## config.mk

```make
export PLATFORM = sky130hd
export DESIGN_NAME = frame_bit_counter
export DESIGN_NICKNAME = d
export VERILOG_FILES = /design/src/rtl/frame_bit_counter_pkg.sv /design/src/rtl/rise_edge_detect.sv /design/src/rtl/frame_bit_counter.sv
export SDC_FILE = /design/constraint.sdc
export NUM_CORES = 1
export LEC_CHECK = 0
export CORE_UTILIZATION = 40
export DETAILED_ROUTE_END_ITERATION = 10
export MAX_ROUTING_LAYER = met4
export PLACE_DENSITY = 0.67
export REMOVE_ABC_BUFFERS = 1
export SYNTH_ARGS = -nofsm -noshare
export SYNTH_HDL_FRONTEND = slang
export SYNTH_SLANG_ARGS = --single-unit
```

## constraint.sdc

```tcl
create_clock -name clk_i -period 5.4 [get_ports clk_i]
set_clock_uncertainty 0.2 [all_clocks]
set_input_delay 0.81 -clock clk_i [delete_from_list [all_inputs] [get_ports clk_i]]
set_output_delay 0.81 -clock clk_i [all_outputs]
set_load 0.02 [all_outputs]
```

## src/rtl/frame_bit_counter_pkg.sv

```systemverilog
// Shared types and helpers for the frame bit-position counter.
package frame_bit_counter_pkg;

  typedef enum logic [1:0] {
    ST_IDLE = 2'd0,
    ST_BUSY = 2'd1,
    ST_DONE = 2'd2
  } fbc_state_e;

  // A length of zero, or anything beyond the hardware maximum, selects a full frame.
  function automatic int unsigned clamp_len(input int unsigned len,
                                            input int unsigned max_len);
    if (len == 0 || len > max_len) begin
      return max_len;
    end
    return len;
  endfunction

endpackage

```

## src/rtl/rise_edge_detect.sv

```systemverilog
// Registered rising-edge detector; pulse_o is high for the one cycle where d_i
// is high and was low at the previous clock.
module rise_edge_detect (
  input  logic clk_i,
  input  logic rst_i,
  input  logic d_i,
  output logic pulse_o
);

  logic d_q;

  always_ff @(posedge clk_i or posedge rst_i) begin
    if (rst_i) begin
      d_q <= 1'b0;
    end else begin
      d_q <= d_i;
    end
  end

  assign pulse_o = d_i & ~d_q;

endmodule

```

## src/rtl/frame_bit_counter.sv

```systemverilog
// Bit-position counter for serial frames of programmable length; advances on
// bit ticks and flags the last bit, frame completion and accepted aborts.
//
// state   | meaning
// --------+-------------------------------------------------------------
// IDLE    | no frame; waiting for a start_i rising edge
// BUSY    | frame in progress; index advances on each en_i tick
// DONE    | single-cycle completion; may restart straight into BUSY
module frame_bit_counter
  import frame_bit_counter_pkg::*;
#(
  parameter int FRAME_BITS  = 11,
  parameter bit AUTO_RELOAD = 1'b0,
  localparam int IDX_W = $clog2(FRAME_BITS),
  localparam int LEN_W = $clog2(FRAME_BITS + 1)
) (
  input  logic             clk_i,
  input  logic             rst_i,
  input  logic             en_i,
  input  logic             start_i,
  input  logic             abort_i,
  input  logic [LEN_W-1:0] len_i,
  output logic [IDX_W-1:0] bit_idx_o,
  output logic             busy_o,
  output logic             last_bit_o,
  output logic             done_o,
  output logic             aborted_o
);

  localparam int unsigned MAX_LEN = FRAME_BITS;

  fbc_state_e       state_q, state_d;
  logic [IDX_W-1:0] bit_idx_q, bit_idx_d;
  logic [LEN_W-1:0] len_r, len_d;
  logic             aborted_q, aborted_d;
  logic             start_edge;
  logic [LEN_W-1:0] last_idx;
  logic [LEN_W-1:0] len_clamped;
  logic             at_last;

  rise_edge_detect u_start_edge (
    .clk_i   (clk_i),
    .rst_i   (rst_i),
    .d_i     (start_i),
    .pulse_o (start_edge)
  );

  assign len_clamped = LEN_W'(clamp_len(32'(len_i), MAX_LEN));
  assign last_idx    = len_r - LEN_W'(1);
  assign at_last     = (LEN_W'(bit_idx_q) == last_idx);

  always_ff @(posedge clk_i or posedge rst_i) begin
    if (rst_i) begin
      state_q   <= ST_IDLE;
      bit_idx_q <= '0;
      len_r     <= LEN_W'(FRAME_BITS);
      aborted_q <= 1'b0;
    end else begin
      state_q   <= state_d;
      bit_idx_q <= bit_idx_d;
      len_r     <= len_d;
      aborted_q <= aborted_d;
    end
  end

  always_comb begin
    state_d   = state_q;
    bit_idx_d = bit_idx_q;
    len_d     = len_r;
    aborted_d = 1'b0;

    unique case (state_q)
      ST_IDLE: begin
        bit_idx_d = '0;
        if (start_edge) begin
          state_d = ST_BUSY;
          len_d   = len_clamped;
        end
      end
      ST_BUSY: begin
        // A start edge while busy is deliberately ignored.
        if (en_i) begin
          if (at_last) begin
            state_d   = ST_DONE;
            bit_idx_d = '0;
          end else begin
            bit_idx_d = bit_idx_q + IDX_W'(1);
          end
        end
      end
      ST_DONE: begin
        bit_idx_d = '0;
        if (start_edge || (AUTO_RELOAD && start_i)) begin
          state_d = ST_BUSY;
          len_d   = len_clamped;
        end else begin
          state_d = ST_IDLE;
        end
      end
      default: begin
        state_d   = ST_IDLE;
        bit_idx_d = '0;
      end
    endcase

    // Abort wins over completion and over any restart in the same cycle.
    if (abort_i) begin
      state_d   = ST_IDLE;
      bit_idx_d = '0;
      len_d     = len_r;
      aborted_d = (state_q == ST_BUSY);
    end
  end

  assign bit_idx_o  = bit_idx_q;
  assign busy_o     = (state_q == ST_BUSY);
  assign done_o     = (state_q == ST_DONE);
  assign last_bit_o = busy_o & at_last;
  assign aborted_o  = aborted_q;

endmodule
```

**Word level (Yosys, flattened, before mapping)**

Cells that the tools add are included.

- Word-level logic and storage cells: 38
- Bits in registers: 12
- Output and inout bits: 8
- Bits of input ports: 9

- Add/subtract/negate cells: 2
- Reduce and logical (&&, ||, !) cells: 6
- Bitwise gates (word level): 4
- Order comparisons: 1
- Multiplexer cells: 14
- Equal/unequal tests: 6

Operator list:

| cell | number |
|---|---|
| two-way mux 4 bit | 6 |
| two-way mux 2 bit | 4 |
| != test 3 bit, second input constant | 2 |
| case mux 2 bit (3 select lines) | 1 |
| AND reduction 3 bit | 2 |
| adder 4 x 1 -> 4 bit, second input constant | 1 |
| equality test 4 bit | 1 |
| greater-than comparator 4 bit, second input constant | 1 |
| zero test 4 bit | 1 |
| subtractor 4 x 1 -> 4 bit, second input constant | 1 |
| two-way mux 1 bit | 3 |
| != test 3 x 2 -> 1 bit, second input constant | 1 |
| bitwise AND 1 bit | 2 |
| equality test 2 x 1 -> 1 bit, second input constant | 1 |
| equality test 2 bit, second input constant | 1 |
| zero test 2 bit | 1 |
| NOT 1 bit | 2 |
| OR reduction 2 bit | 1 |
| logical OR 1 bit | 1 |

**Depth between registers and ports, before layout**

Gate-level depths: netlist of run 1.

- Depth after elaboration: 6
- Depth in mapped cells: 6
- Depth with buffers taken out: 6

**Hierarchy**

A second synthesis of run 1 with hierarchy kept.

- Cells, all modules: 65
- Area, all modules: 659.4 um^2

By module, submodules not included:

| module | cells an instance | times used | area an instance (um^2) |
|---|---|---|---|
| frame_bit_counter | 62 | 1 | 616.8 |
| rise_edge_detect | 3 | 1 | 42.5 |

**Worst setup path after synthesis of run 1**

Ideal clock, no wire load.

- Path kind: reg-to-output
- From: reg len_r[0]
- To: out last_bit_o
- Data arrival time: 1.746 ns
- Stages on the path, launching flop included: 7
- Slack: 2.644 ns
- Path buffers: 0
- Cell sequence: dfstp_2 > inv_1 > ha_1 > xnor2_1 > xnor2_1 > nor4_2 > and2_1

- Word-level cells in the longest chain between the ends: 3

RTL lines:

| what | RTL line | RTL |
|---|---|---|
| start, declared | frame_bit_counter.sv:34 | `logic [LEN_W-1:0] len_r, len_d;` |
| start signal, assigned | frame_bit_counter.sv:56 | `len_r <= LEN_W'(FRAME_BITS);` |
| start signal, assigned | frame_bit_counter.sv:61 | `len_r <= len_d;` |
| subtractor 4 x 1 -> 4 bit | frame_bit_counter.sv:49 | `assign last_idx = len_r - LEN_W'(1);` |
| equality test 4 bit | frame_bit_counter.sv:50 | `assign at_last = (LEN_W'(bit_idx_q) == last_idx);` |
| bitwise AND 1 bit | frame_bit_counter.sv:118 | `assign last_bit_o = busy_o & at_last;` |
| end, declared | frame_bit_counter.sv:25 | `output logic last_bit_o,` |

Every way passes these cells.

**Worst setup path after layout of run 1**

Same ends and word-level chain as after synthesis.

==> impl_metrics.yaml, run 1 <==
global_route:
  first_global_vias: 531
  grt_max_degree: 13
  antenna_found_initial: 0
  grt_pass1_wl_mm: 2.35
  gr-total-overflow: 0
  grt_use_total: 0.185
yosys:
  syn_area_um2: 671
  yosys.cell_types.count: 28
  ys_ff_latch: 12
  synth_edf_count: 0
  ys_seq_area_frac: 0.453
  synthArstFlopShare: 1.00
  syn_inst: 67
  synth_area_per_cell_um2: 10.0
  yosysWarnings: 0
  synth_top_flop_cell: "dfrtp_1"
floorplan:
  io_pins: 17
  rows: 14
  die_area_um2: 1840
  die_y_um: 42.9
  die_w_um: 42.9
  core_area_um2: 1540
  start_util: 0.435
pwr:
  total_power_mw: 0.249
  p_seq_frac: 0.443
  p_leak_nw: 0.356
  peakVddDrop_v: 0.000188
  p_clk_frac: 0.294
  combPwrFrac: 0.264
  p_sw_frac: 0.293
  power_density_nw_per_um2: 282
  p_int_mw: 0.176
  p_switching_mw: 0.0729
final_layout:
  fillers: 141
  multi_input_area_um2: 348
  final_common_cell: "clkdlybuf4s50_1"
  layout-drive-gt1-share: 0.128
  nNetsFinal: 98
  seqCellArea_um2: 304
  diodes: 0
  mostFrequentLayoutCells: "16 x clkdlybuf4s50_1, 9 x dfrtp_1, 5 x xnor2_1, 5 x nor2_1, 5 x o21ai_0"
  area_delta_synth_final_pct: 31.7
sta:
  hold_viol: 0
  relSlewSlack: 0.654
  grt_setup_unrepaired: "false"
  max_freq_mhz: 275
  maxSlewViolCount: 0
  finalCritPeriodShare: 0.673
  min_period_ns: 3.64
  setup_viol: 0
  tns_ns: 0
  tightestPinTransition_ns: 0.519
critical_path:
  crit_path_start_kind: "flip-flop"
  worst-path-max-fanout: 6
  worstPathRequired_ns: 4.39
  cp.arrival_ns: 2.63
  crit_path_end_kind: "output pin"
  worstSetupEndpoint: "last_bit_o"
  r2r_end: "state_q[0]"
  worstSetupPathType: "flip-flop to output pin"
  reg2reg_from: "len_r[0]"
  worstSetupStartpoint: "len_r[0]"
  r2r_slack_ns: 3.31
  reg2regPathDepth: 6
detailed_routing:
  drt_iter0_drc: 6
  firstDrtPassIters: 4
  detail-route-antenna-nets: 0
  num_vias: 531
  routed_wl_mm: 1.25
  post_drt_wl_per_cell_um: 12.3
  via_per_inst: 5.21
  drc: 0
min_path:
  worstHoldStart: "len_r[3]"
  min_path_type: "flip-flop to flip-flop"
run_status:
  outcome: "finished, final reports clean"
clock_tree:
  cts_htree_levels: 1
  cts_sinks: 12
  cts_tree: "yes"
  post_cts_buffers: 0
  cts_buffer_depth: 2
  cts_resized: 0
  numCtsBuffers: 3
  clk_latency_ns: 0.28
  clk_pin_slew_ns: 0.07
  root_buffer: "clkbuf_4"
  cts_hold_buffers: 0
placement:
  place_congestion: 0.718
  place_hpwl_um: 951
  portBuffers: 16
job:
  max-cap-violations: 0
routing by layer:
metal | part of all wire | up-vias | GRT usage
met2 | 0.43 | 16 | 0.258
met5 | 0 | - | -
met3 | 0.053 | 4 | 0.0766
met4 | 0.026 | 0 | 0.0909
met1 | 0.49 | 234 | 0.230
li1 | - | 277 | -
layout make-up:
type	instances	area share
Timing Repair Buffer	16	0.181
Tap cell	16	0.0227
Multi-Input combinational cell	50	0.394
Inverter	4	0.0170
Sequential cell	12	0.344
Clock buffer	4	0.0411
through the flow:
stage | hold slack [ns] | setup WS, ns | utilization | instance area, µm² | std cells
after global routing | 0.351 | 1.58 | 0.573 | 883 | 102
final | 0.325 | 1.76 | 0.573 | 883 | 102
after CTS | 0.325 | 1.73 | 0.573 | 883 | 102
after floorplan | 0.293 | 2.64 | - | 667 | 66
after detailed placement | 0.314 | 2.03 | 0.550 | 847 | 98
after global placement | 0.314 | 2.07 | 0.550 | 847 | 98
state kept, by name, summed over array words and instances (netlist names):
signal	count
u_start_edge.d_q	1
aborted_o	1
len_r	4
bit_idx_o	4
state_q	2
kinds of logic after synthesis:
| logic type | synth area share |
|---|---|
| XOR/XNOR | 0.116 |
| AO/OA/AOI/OAI | 0.129 |
| AND/OR/NAND/NOR | 0.237 |
| flip-flops | 0.453 |
| buffers and inverters | 0.0280 |
| adder cells (fa/ha/maj) | 0.0373 |
worst max-delay path, cell delays in order, from the launching register on:
cell and delay, ns:
dfstp_2 0.56, inv_1 0.06, ha_1 0.20, xnor2_1 0.18, xnor2_1 0.11, nor4_2 0.46
and2_1 0.19, clkdlybuf4s50_1 0.59
how the worst min path moves through the flow:
stage	end	cells past startpoint
floorplan	len_r[1]	2
global placement	len_r[3]	2
detailed placement	len_r[3]	2
CTS	len_r[3]	2
global route	len_r[1]	2
finish	len_r[3]	2
Yosys cell counts (3+ instances only):
| cell | count | area (µm²) |
|---|---|---|
| dfrtp_1 | 9 | 225 |
| a21oi_1 | 3 | 15.0 |
| inv_1 | 4 | 15.0 |
| nor2_1 | 5 | 18.8 |
| nand3b_1 | 4 | 30.0 |
| dfstp_2 | 3 | 78.8 |
| o21ai_0 | 5 | 25.0 |
| nand2_1 | 3 | 11.3 |
| nor2b_1 | 3 | 18.8 |
| xnor2_1 | 5 | 43.8 |
power by group through the flow:
stage / registers (mW) / clock network, mW / logic [mW]
final: 0.110 / 0.0730 / 0.0655
after global routing: 0.111 / 0.0826 / 0.0731
after CTS: 0.110 / 0.0750 / 0.0666
after detailed placement: 0.112 / 0 / 0.0665
after floorplan: 0.112 / 0 / 0.0463
after global placement: 0.112 / 0 / 0.0659
No activity file was read; power rests on OpenSTA's default activity.
==> run 2, diff against run 1 <==
Clock period 5.4 ns to 3.6 ns, I/O delays scaled along.
==> results of run 2 <==
The final DEF is identical to that of run 1. Status: finished, final reports clean.
Main changes from that run: setup slack after placement 2.03 ns -> 0.502 ns; setup slack after layout 1.76 ns -> 0.235 ns; register-to-register setup slack 3.31 ns -> 1.51 ns; total power 0.249 mW -> 0.373 mW; worst IR drop on VDD 0.000188 V -> 0.000282 V
==> run 3, diff against run 2 <==
--- a/config.mk
+++ b/config.mk
@@ -7,2 +7,4 @@
 export LEC_CHECK = 0
+export ABC_AREA = 1
+export CAP_MARGIN = 0
 export CORE_UTILIZATION = 40
@@ -10,3 +12,3 @@
 export MAX_ROUTING_LAYER = met4
-export PLACE_DENSITY = 0.67
+export PLACE_DENSITY = 0.66
 export REMOVE_ABC_BUFFERS = 1
==> constraint.sdc (replaced) <==
create_clock -name clk_i -period 3.6 [get_ports clk_i]
set_clock_uncertainty 0.2 [all_clocks]
set_input_delay 0.72 -clock clk_i [delete_from_list [all_inputs] [get_ports clk_i]]
set_output_delay 0.72 -clock clk_i [all_outputs]
set_load 0.02 [all_outputs]
==> run 3 against run 2 <==
  * Combinational power grew 69%
  * Critical path depth grew 2
  * Die area grew 13%
  * Sequential share of layout area shrank 3.5 points
  * Sequential power grew 8%
  * Flip-flop and latch count is the same
  * Register-to-register slack gained 0.27 ns
  * First-iteration DRC count grew to 2.5 times the previous value
  * Fmax grew 4.6%
  * Non-clock buffer count is the same
  * Critical endpoint unchanged
  * Largest cell class unchanged
  * Largest power group unchanged
==> impl_metrics.yaml, run 3 <==
placement:
  place_congestion: 0.797
  placed_cell_area_um2: 956
  portBuffers: 16
  place_hpwl_mm: 1.22
  dp_slack_ns: 0.680
final_layout:
  seqCellArea_um2: 304
  layout-drive-gt1-share: 0.208
  fin_area_um2: 982
  final_common_cell: "nand2_1"
  area_delta_synth_final_pct: 28.5
  fillers: 182
  diodes: 0
  nNetsFinal: 132
  multi_input_area_um2: 380
  mostFrequentLayoutCells: "25 x nand2_1, 16 x clkdlybuf4s50_1, 13 x inv_1, 9 x dfrtp_1, 7 x nor2_1"
sta:
  min_period_ns: 3.22
  max_freq_mhz: 311
  hold_viol: 0
  finalCritPeriodShare: 0.894
  tightestPinTransition_ns: 0.471
  maxSlewViolCount: 0
  grt_setup_unrepaired: "false"
  fin_ws_ns: 0.383
  relSlewSlack: 0.685
  tns_ns: 0
  setup_viol: 0
critical_path:
  crit_path_end_kind: "output pin"
  worstPathRequired_ns: 2.68
  worst-path-max-fanout: 5
  cp.arrival_ns: 2.30
  crit_path_start_kind: "flip-flop"
  worstSetupPathType: "flip-flop to output pin"
clock_tree:
  clk_pin_slew_ns: 0.07
  cts_buffer_depth: 2
  numCtsBuffers: 3
  cts_resized: 0
  post_cts_buffers: 0
  root_buffer: "clkbuf_4"
  cts_tree: "yes"
  cts_hold_buffers: 0
  cts_htree_levels: 1
  cts_sinks: 12
  clk_latency_ns: 0.27
floorplan:
  core_area_um2: 1760
  rows: 15
  die_w_um: 45.7
  start_util: 0.433
  die_area_um2: 2090
  die_y_um: 45.7
  io_pins: 17
yosys:
  ys_seq_area_frac: 0.398
  synth_area_per_cell_um2: 7.64
  synth_edf_count: 0
  syn_inst: 100
  ys_ff_latch: 12
  synth_top_flop_cell: "dfrtp_1"
  synth_common_cells: "25 x nand2_1, 13 x inv_1, 9 x dfrtp_1"
  yosys-top-cells-area: "dfrtp_1 29%, nand2_1 12%, dfstp_2 10%"
  yosysTopAreaCell: "dfrtp_1"
  synth.top_cell.area_share: 0.295
  syn_area_um2: 764
  post-synth-top-count-cell: "nand2_1"
  yosys.cell_types.count: 22
  yosysWarnings: 0
  synthArstFlopShare: 1.00
detailed_routing:
  drc: 0
  firstDrtPassIters: 4
  num_vias: 666
  post_drt_wl_per_cell_um: 10.2
  drt_iter0_drc: 15
  via_per_inst: 4.59
  detail-route-antenna-nets: 0
  routed_wl_mm: 1.48
global_route:
  grt_use_total: 0.188
  first_global_vias: 648
  antenna_found_initial: 0
  gr-total-overflow: 0
  grt_pass1_wl_mm: 2.68
  grt_max_degree: 13
pwr:
  peakVddDrop_v: 0.000287
  power_density_nw_per_um2: 440
  p_leak_nw: 0.497
run_status:
  outcome: "finished, final reports clean"
min_path:
  min_path_type: "flip-flop to flip-flop"
job:
  max-cap-violations: 0
[run 3: power breakdown]
part	total [mW]	leakage (nW)	internal, mW	switching [mW]
registers	0.178	0.151	0.161	0.0167
clock network	0.0883	0.0150	0.0429	0.0453
logic	0.166	0.331	0.0652	0.101
[run 3: layout make-up]
type | count | area share
Sequential cell | 12 | 0.310
Clock buffer | 4 | 0.0268
Tap cell | 25 | 0.0318
Timing Repair Buffer | 16 | 0.163
Multi-Input combinational cell | 68 | 0.387
Inverter | 20 | 0.0815
[run 3: worst paths after layout]
path                          start         end  slack, ns  depth (start not counted)
setup / recovery           len_r[0]  last_bit_o       0.38                          9
hold / removal             len_r[1]    len_r[1]       0.31                          2
setup reg to reg           len_r[0]  state_q[0]       1.78                          9
hold reg to reg            len_r[1]    len_r[1]       0.31                          2
max in group asynchronous     rst_i    len_r[3]       2.30                          2
min in group asynchronous     rst_i  state_q[1]       0.55                          2
[run 3: logic make-up after synthesis]
group | count (synthesis) | share of synthesized area
DFF | 12 | 0.398
adders and majority gates | 2 | 0.0327
AOI/OAI and AO/OA | 10 | 0.0687
xor gates and xnor gates | 2 | 0.0229
and+or+nand+nor | 54 | 0.373
buffers and inverters | 20 | 0.105
[run 3: layer usage]
metal	share of wire	global-route usage
met5	0	-
met3	0.029	0.0238
met2	0.47	0.300
met4	0.013	0.0706
met1	0.48	0.242
[run 3: metrics by stage]
step / power (mW) / std cells / hold slack, ns / utilization
final: 0.432 / 145 / 0.308 / 0.557
after global routing: 0.471 / 145 / 0.336 / 0.557
after CTS: 0.437 / 145 / 0.308 / 0.557
after detailed placement: 0.348 / 141 / 0.298 / 0.542
after global placement: 0.343 / 141 / 0.294 / 0.542
after floorplan: 0.300 / 100 / 0.272 / -
[run 3: critical path, stage by stage, from the launching register on]
cell	delay (ns)
dfstp_2	0.55
inv_2	0.06
ha_1	0.29
inv_1	0.05
nand2_1	0.08
nand3_1	0.09
nor2_2	0.12
nand2_2	0.08
nor2_1	0.10
clkdlybuf4s50_1	0.61
